### src/rtl/fetch_insn_read_stage.sv
// Fetch read stage: takes translated fetch PCs and reads the instruction from memory.
// On a TLB miss it requests a page walk, and on a translation fault it forwards the fault.
module fetch_insn_read_stage #(
    parameter int unsigned VADDR_WIDTH = 32,
    parameter int unsigned PADDR_WIDTH = 34,
    parameter int unsigned INSN_WIDTH  = 32
) (
    input  logic                   clk,
    input  logic                   rstN,
    input  logic                   prev_valid,
    input  logic                   prev_tlbFault,
    input  logic                   prev_tlbMiss,
    input  logic [VADDR_WIDTH-1:0] prev_pc_vaddr,
    input  logic [PADDR_WIDTH-1:0] prev_pc_paddr,
    output logic                   stall,
    input  logic                   flush,
    output logic                   walk_req,
    output logic [VADDR_WIDTH-1:0] walk_vaddr,
    input  logic                   walk_done,
    output logic                   replay,
    output logic [VADDR_WIDTH-1:0] replay_vaddr,
    output logic                   mem_req,
    output logic [PADDR_WIDTH-1:0] mem_addr,
    input  logic                   mem_gnt,
    input  logic                   mem_rvalid,
    input  logic [INSN_WIDTH-1:0]  mem_rdata,
    output logic                   next_valid,
    output logic [VADDR_WIDTH-1:0] next_pc,
    output logic [INSN_WIDTH-1:0]  next_insn,
    output logic                   next_fault,
    input  logic                   next_stall
);

    typedef enum logic [2:0] {
        IDLE  = 3'd0,
        WALK  = 3'd1,
        REQ   = 3'd2,
        WAIT  = 3'd3,
        OUT   = 3'd4,
        DRAIN = 3'd5
    } state_t;

    state_t                 state;
    logic [VADDR_WIDTH-1:0] vaddr_q;
    logic [PADDR_WIDTH-1:0] paddr_q;
    logic                   drain_walk;
    logic                   ready_c;
    logic                   acc_c;

    // The stage can take a new entry when empty or when the current entry leaves this cycle
    assign ready_c = (state == IDLE) || ((state == OUT) && !next_stall);
    assign stall   = !ready_c;
    assign acc_c   = prev_valid && !flush && ready_c;

    always_ff @(posedge clk or negedge rstN) begin
        if (!rstN) begin
            state        <= IDLE;
            vaddr_q      <= '0;
            paddr_q      <= '0;
            drain_walk   <= 1'b0;
            walk_req     <= 1'b0;
            walk_vaddr   <= '0;
            replay       <= 1'b0;
            replay_vaddr <= '0;
            mem_req      <= 1'b0;
            mem_addr     <= '0;
            next_valid   <= 1'b0;
            next_pc      <= '0;
            next_insn    <= '0;
            next_fault   <= 1'b0;
        end else begin
            replay <= 1'b0;
            if (flush && (state != DRAIN)) begin
                // An outstanding read or walk must still complete, so drain it silently
                case (state)
                    WALK: begin
                        if (walk_done) begin
                            walk_req <= 1'b0;
                            state    <= IDLE;
                        end else begin
                            drain_walk <= 1'b1;
                            state      <= DRAIN;
                        end
                    end
                    REQ: begin
                        mem_req <= 1'b0;
                        if (mem_gnt) begin
                            drain_walk <= 1'b0;
                            state      <= DRAIN;
                        end else begin
                            state <= IDLE;
                        end
                    end
                    WAIT: begin
                        if (mem_rvalid) begin
                            state <= IDLE;
                        end else begin
                            drain_walk <= 1'b0;
                            state      <= DRAIN;
                        end
                    end
                    default: begin
                        next_valid <= 1'b0;
                        mem_req    <= 1'b0;
                        state      <= IDLE;
                    end
                endcase
            end else begin
                case (state)
                    IDLE, OUT: begin
                        if ((state == OUT) && !next_stall) begin
                            next_valid <= 1'b0;
                            state      <= IDLE;
                        end
                        if (acc_c) begin
                            vaddr_q <= prev_pc_vaddr;
                            paddr_q <= prev_pc_paddr;
                            if (prev_tlbFault) begin
                                next_valid <= 1'b1;
                                next_pc    <= prev_pc_vaddr;
                                next_insn  <= '0;
                                next_fault <= 1'b1;
                                state      <= OUT;
                            end else if (prev_tlbMiss) begin
                                walk_req   <= 1'b1;
                                walk_vaddr <= prev_pc_vaddr;
                                state      <= WALK;
                            end else begin
                                mem_req  <= 1'b1;
                                mem_addr <= prev_pc_paddr;
                                state    <= REQ;
                            end
                        end
                    end
                    WALK: begin
                        if (walk_done) begin
                            walk_req     <= 1'b0;
                            replay       <= 1'b1;
                            replay_vaddr <= vaddr_q;
                            state        <= IDLE;
                        end
                    end
                    REQ: begin
                        if (mem_gnt) begin
                            mem_req <= 1'b0;
                            state   <= WAIT;
                        end
                    end
                    WAIT: begin
                        if (mem_rvalid) begin
                            next_valid <= 1'b1;
                            next_pc    <= vaddr_q;
                            next_insn  <= mem_rdata;
                            next_fault <= 1'b0;
                            state      <= OUT;
                        end
                    end
                    DRAIN: begin
                        if (drain_walk ? walk_done : mem_rvalid) begin
                            walk_req   <= 1'b0;
                            drain_walk <= 1'b0;
                            state      <= IDLE;
                        end
                    end
                    default: state <= IDLE;
                endcase
            end
        end
    end

endmodule

### config.mk
export PLATFORM = sky130hd
export DESIGN_NAME = fetch_insn_read_stage
export DESIGN_NICKNAME = d
export VERILOG_FILES = /design/src/rtl/fetch_insn_read_stage.sv
export SDC_FILE = /design/constraint.sdc
export NUM_CORES = 1
export LEC_CHECK = 0
export ABC_AREA = 1
export ABC_CLOCK_PERIOD_IN_PS = 1800
export BUFFER_PORTS_ARGS = -buffer_cell sky130_fd_sc_hd__clkbuf_2
export CORE_ASPECT_RATIO = 1.4
export CORE_UTILIZATION = 40
export CTS_BUF_LIST = sky130_fd_sc_hd__clkbuf_16
export DETAILED_ROUTE_END_ITERATION = 16
export PLACE_DENSITY = 0.69
export SLEW_MARGIN = 5
export SYNTH_ARGS = -nofsm -noshare
export SYNTH_HDL_FRONTEND = slang
export SYNTH_SLANG_ARGS = --single-unit
### constraint.sdc
create_clock -name clk -period 1.8 [get_ports clk]
set_clock_uncertainty 0.2 [all_clocks]
set_input_delay 0.36 -clock clk [delete_from_list [all_inputs] [get_ports clk]]
set_output_delay 0.36 -clock clk [all_outputs]
set_load 0.03 [all_outputs]
==> impl.org <==
** GRT
- GRT Util Overall :: 0.2207
- Global-route wire length before repair :: 37380 µm
- Maximum number of pins on one net before global-route repair :: 83
- The via count of the first global-routing pass is 7666.
- Initial antenna violation count :: 0
- Gr ovfl total :: 0

** Setup path
- In this run the worst setup path begins at state[1].
- Setup slack of the most critical reg-to-reg path :: -0.04 ns
- Startpoint type of the worst setup path :: flip-flop
- Along the worst path, the maximum fanout reaches 5.
- Type of the setup path with the least slack :: reg -> out
- STA classifies the critical path endpoint as an output pin.
- Capturing element of the worst setup path :: stall
- Crit Reg-Reg Startpoint :: state[1]
- Endpoint of the worst-slack reg-to-reg timing path :: next_pc[11]
- Measured in cells, the most critical reg-to-reg path has a length of 8.
- Data on the critical path is required at its endpoint by 1.24 ns.
- Data arrives at the worst endpoint at 1.31 ns.

** Logic synthesis
- Average instance area after synthesis :: 8.789 µm²
- The share of synthesized area in the top cell type comes to 0.6091.
- Synthesis produced a netlist with a net count of 1057.
- sky130_fd_sc_hd__nand2_1 is the most common cell in the netlist.
- Cell count after synthesis :: 949
- Dominant cell type by area after synthesis :: sky130_fd_sc_hd__dfrtp_1
- Top post-synthesis cells by count :: 363 x sky130_fd_sc_hd__nand2_1, 203 x sky130_fd_sc_hd__dfrtp_1, 142 x sky130_fd_sc_hd__o21ai_0
- In this run, distinct cell masters in the synthesized netlist total 24.
- The Yosys step of the flow raised 0 warnings.
- After synthesis, the cell types taking the most area are sky130_fd_sc_hd__dfrtp_1 61%, sky130_fd_sc_hd__nand2_1 16%, sky130_fd_sc_hd__o21ai_0 8.5%.
- After synthesis the cells add up to 8340 µm².
- Counting flops with an async set or reset pin after synthesis yields a share of 1.000.
- Yosys mapped a number of flops with a built-in enable equal to 0.
- Leading register cell type out of synthesis :: sky130_fd_sc_hd__dfrtp_1
- Register bit count reported by yosys :: 203
- Seq/Total Area, Yosys :: 0.6091

** Timing
- Smallest setup slack after layout :: -0.06678 ns
- Measured against its own limit, the worst slew margin works out to 0.7412.
- Smallest hold slack :: 0.004533 ns
- Period utilisation layout :: 1.037
- Static timing analysis puts the maximum clock frequency at 535.7 MHz.
- The final-report hold violation count is 0.
- At the pin with the least slew margin, the transition time is 0.3842 ns.
- Final setup violation count :: 25
- Number of max-slew violations in the final report :: 0
- In the final timing run, aggregate negative setup slack is -0.5937 ns.
- Tmin final :: 1.867 ns
- Setup repair after global routing could not meet its margin everywhere.

** Power
- In this run the static leakage power is 6.585 nW.
- Across the VDD grid, the largest voltage drop is 1095 µV.
- Final Total Pwr :: 20.25 mW
- Dividing total power by cell area gives a power density of 1595 nW/µm².
- Internal power comes to 11.60 mW.
- Part of the total power dissipated in the clock network :: 0.216
- Of the total power, the share spent switching nets is 0.4273.
- The share of total power dissipated in sequential elements is 0.366.
- Net switching power of the design :: 8.653 mW
- Of the total power, combinational logic draws 0.419.

** Status
- Result of the run :: finished, violations left
- The final reports fail on negative setup slack.

** Layout
- Layout overhead on the synthesized area :: 52.25%
- Antenna diode instance count :: 0
- Layout cells sized above 1 :: 0.3389
- Once layout is complete, the utilization of the core stands at 0.6201.
- Nets@finish :: 1464

** CTS
- TritonCTS built the clock tree.
- Clock net sink count :: 203
- Clock-pin slew was measured on the worst setup and hold paths at 0.06 ns.
- Root Buffer Master :: sky130_fd_sc_hd__clkbuf_16
- Counting along the longest clock path gives a buffer depth of 3.
- Counting the buffers created by CTS gives 21.
- H-Tree Depth :: 1
- The later pin in the worst-skew pair is clocked with a latency of 0.49 ns.

** Floorplanning
- Die extent in y :: 172.9 µm
- Total number of placement rows :: 62
- Measured along the x axis, the die boundary spans 124.0 µm.
- For this design the top-level I/O count stands at 276.
- Area enclosed by the die boundary :: 21440 µm²
- Placeable core region :: 20480 µm²
- Starting density of the core :: 0.4073

** Route
- First-iteration detailed-routing DRC count :: 352
- Wire per inst :: 16.48 µm
- In the routed design, unresolved DRC markers number 0.
- Vias per Instance :: 4.956
- Post-route ant nets :: 0
- Number of iterations in the first detailed-routing pass :: 5
- Total Wirelength :: 26780 µm
- Detailed routing inserted a total of 8054 vias.

** Hold path
- The path class of the tightest hold or removal check is in -> reg.

** Placed design
- Final Wtd Congestion :: 0.8645
- Half-perimeter wire length of the detailed placement result :: 15350 µm
- Quantity of I/O buffers inserted on ports :: 275

** Job
- Max-cap violations in this run came to 0.
-- repair_timing --
| item | 4_1_cts | 5_1_grt |
|---|---|---|
| setup endpoints to repair | 44 | 143 |
| pin swaps | 1 | 4 |
| endpoints found under the hold margin | 334 | 0 |
| gates resized for setup | 7 | 150 |
| hold buffers | 99 | 0 |
| buffers inserted | 2 | 7 |
| gates cloned | 0 | 21 |
-- kinds of logic after synthesis --
logic type	share of synthesized area
buffers and inverters	0.07636
DFF	0.6091
AOI/OAI and AO/OA	0.1286
and+or+nand+nor	0.1860
-- final cells by class --
| cell class | count | area [µm²] |
|---|---|---|
| Clock buffer | 21 | 525.5 |
| Clock inverter | 15 | 152.6 |
| Fill cell | 1707 | 7781 |
| Inverter | 84 | 327.8 |
| Multi-Input combinational cell | 609 | 2993 |
| Sequential cell | 203 | 5082 |
| Tap cell | 256 | 320.3 |
| Timing Repair Buffer | 437 | 3297 |
-- critical path, cell delays in order (launching register included) --
cell and delay, ns:
sky130_fd_sc_hd__dfrtp_2 0.47, sky130_fd_sc_hd__nor2_4 0.13, sky130_fd_sc_hd__nand2_2 0.08, sky130_fd_sc_hd__buf_8 0.14
-- power groups by stage --
| stage | sequential, mW | combinational (mW) | clock (mW) |
|---|---|---|---|
| after floorplan | 10.0 | 2.21 | 0 |
| after global placement | 7.31 | 7.42 | 0 |
| after detailed placement | 7.33 | 7.56 | 0 |
| after CTS | 7.30 | 7.83 | 4.46 |
| after global routing | 7.62 | 9.13 | 4.61 |
| final | 7.41 | 8.48 | 4.36 |
-- layer usage --
| metal | GRT usage | wire length (µm) | vias to the layer above |
|---|---|---|---|
| li1 | - | - | 3812 |
| met1 | 0.2559 | 10230 | 3845 |
| met2 | 0.3884 | 13690 | 314 |
| met3 | 0.04123 | 1706 | 83 |
| met4 | 0.09474 | 1148 | 0 |
| met5 | 0 | 0 | - |
-- through the flow --
stage          std cells  setup WS (ns)  instance area, µm²
5_1_grt             1625        -0.1108               12700
3_5_place_dp        1460       -0.05321               10120
2_1_floorplan        949         0.1063                8341
6_report            1625       -0.06678               12700
3_3_place_gp        1460       -0.01842               10120
4_1_cts             1597       -0.09708               11820
-- flip-flops by register name, summed over array words and instances, names as in the netlist --
| name | cells |
|---|---|
| mem_addr | 34 |
| next_insn | 32 |
| next_pc | 32 |
| replay_vaddr | 32 |
| vaddr_q | 32 |
| walk_vaddr | 32 |
| state | 3 |
| drain_walk | 1 |
| mem_req | 1 |
| next_fault | 1 |
| next_valid | 1 |
| replay | 1 |
| walk_req | 1 |
-- layout by cell type (no fill, tap or decap), types with 11 or more instances in the layout --
master	instances
sky130_fd_sc_hd__nand2_1	312
sky130_fd_sc_hd__clkbuf_2	273
sky130_fd_sc_hd__dfrtp_1	201
sky130_fd_sc_hd__o21ai_0	112
sky130_fd_sc_hd__dlygate4sd3_1	99
sky130_fd_sc_hd__inv_1	82
sky130_fd_sc_hd__o21ai_1	63
sky130_fd_sc_hd__nand2_2	39
sky130_fd_sc_hd__clkbuf_16	32
sky130_fd_sc_hd__o21ai_2	28
sky130_fd_sc_hd__buf_4	24
sky130_fd_sc_hd__nor2_1	13
sky130_fd_sc_hd__nand2_4	12
sky130_fd_sc_hd__buf_6	12
sky130_fd_sc_hd__buf_12	11
-- worst min path at each step --
stage / start / slack, ns / end / depth (start not counted)
after detailed placement: rstN / 0.13 / walk_vaddr[25] / 1
after CTS: prev_tlbFault / 0.06 / next_fault / 3
after global routing: prev_tlbFault / 0.02 / next_fault / 3
after global placement: rstN / 0.13 / walk_vaddr[26] / 1
after floorplan: rstN / -0.14 / drain_walk / 0
final: prev_tlbFault / 0.005 / next_fault / 3
Note: power is estimated with default switching activity, not from simulation.
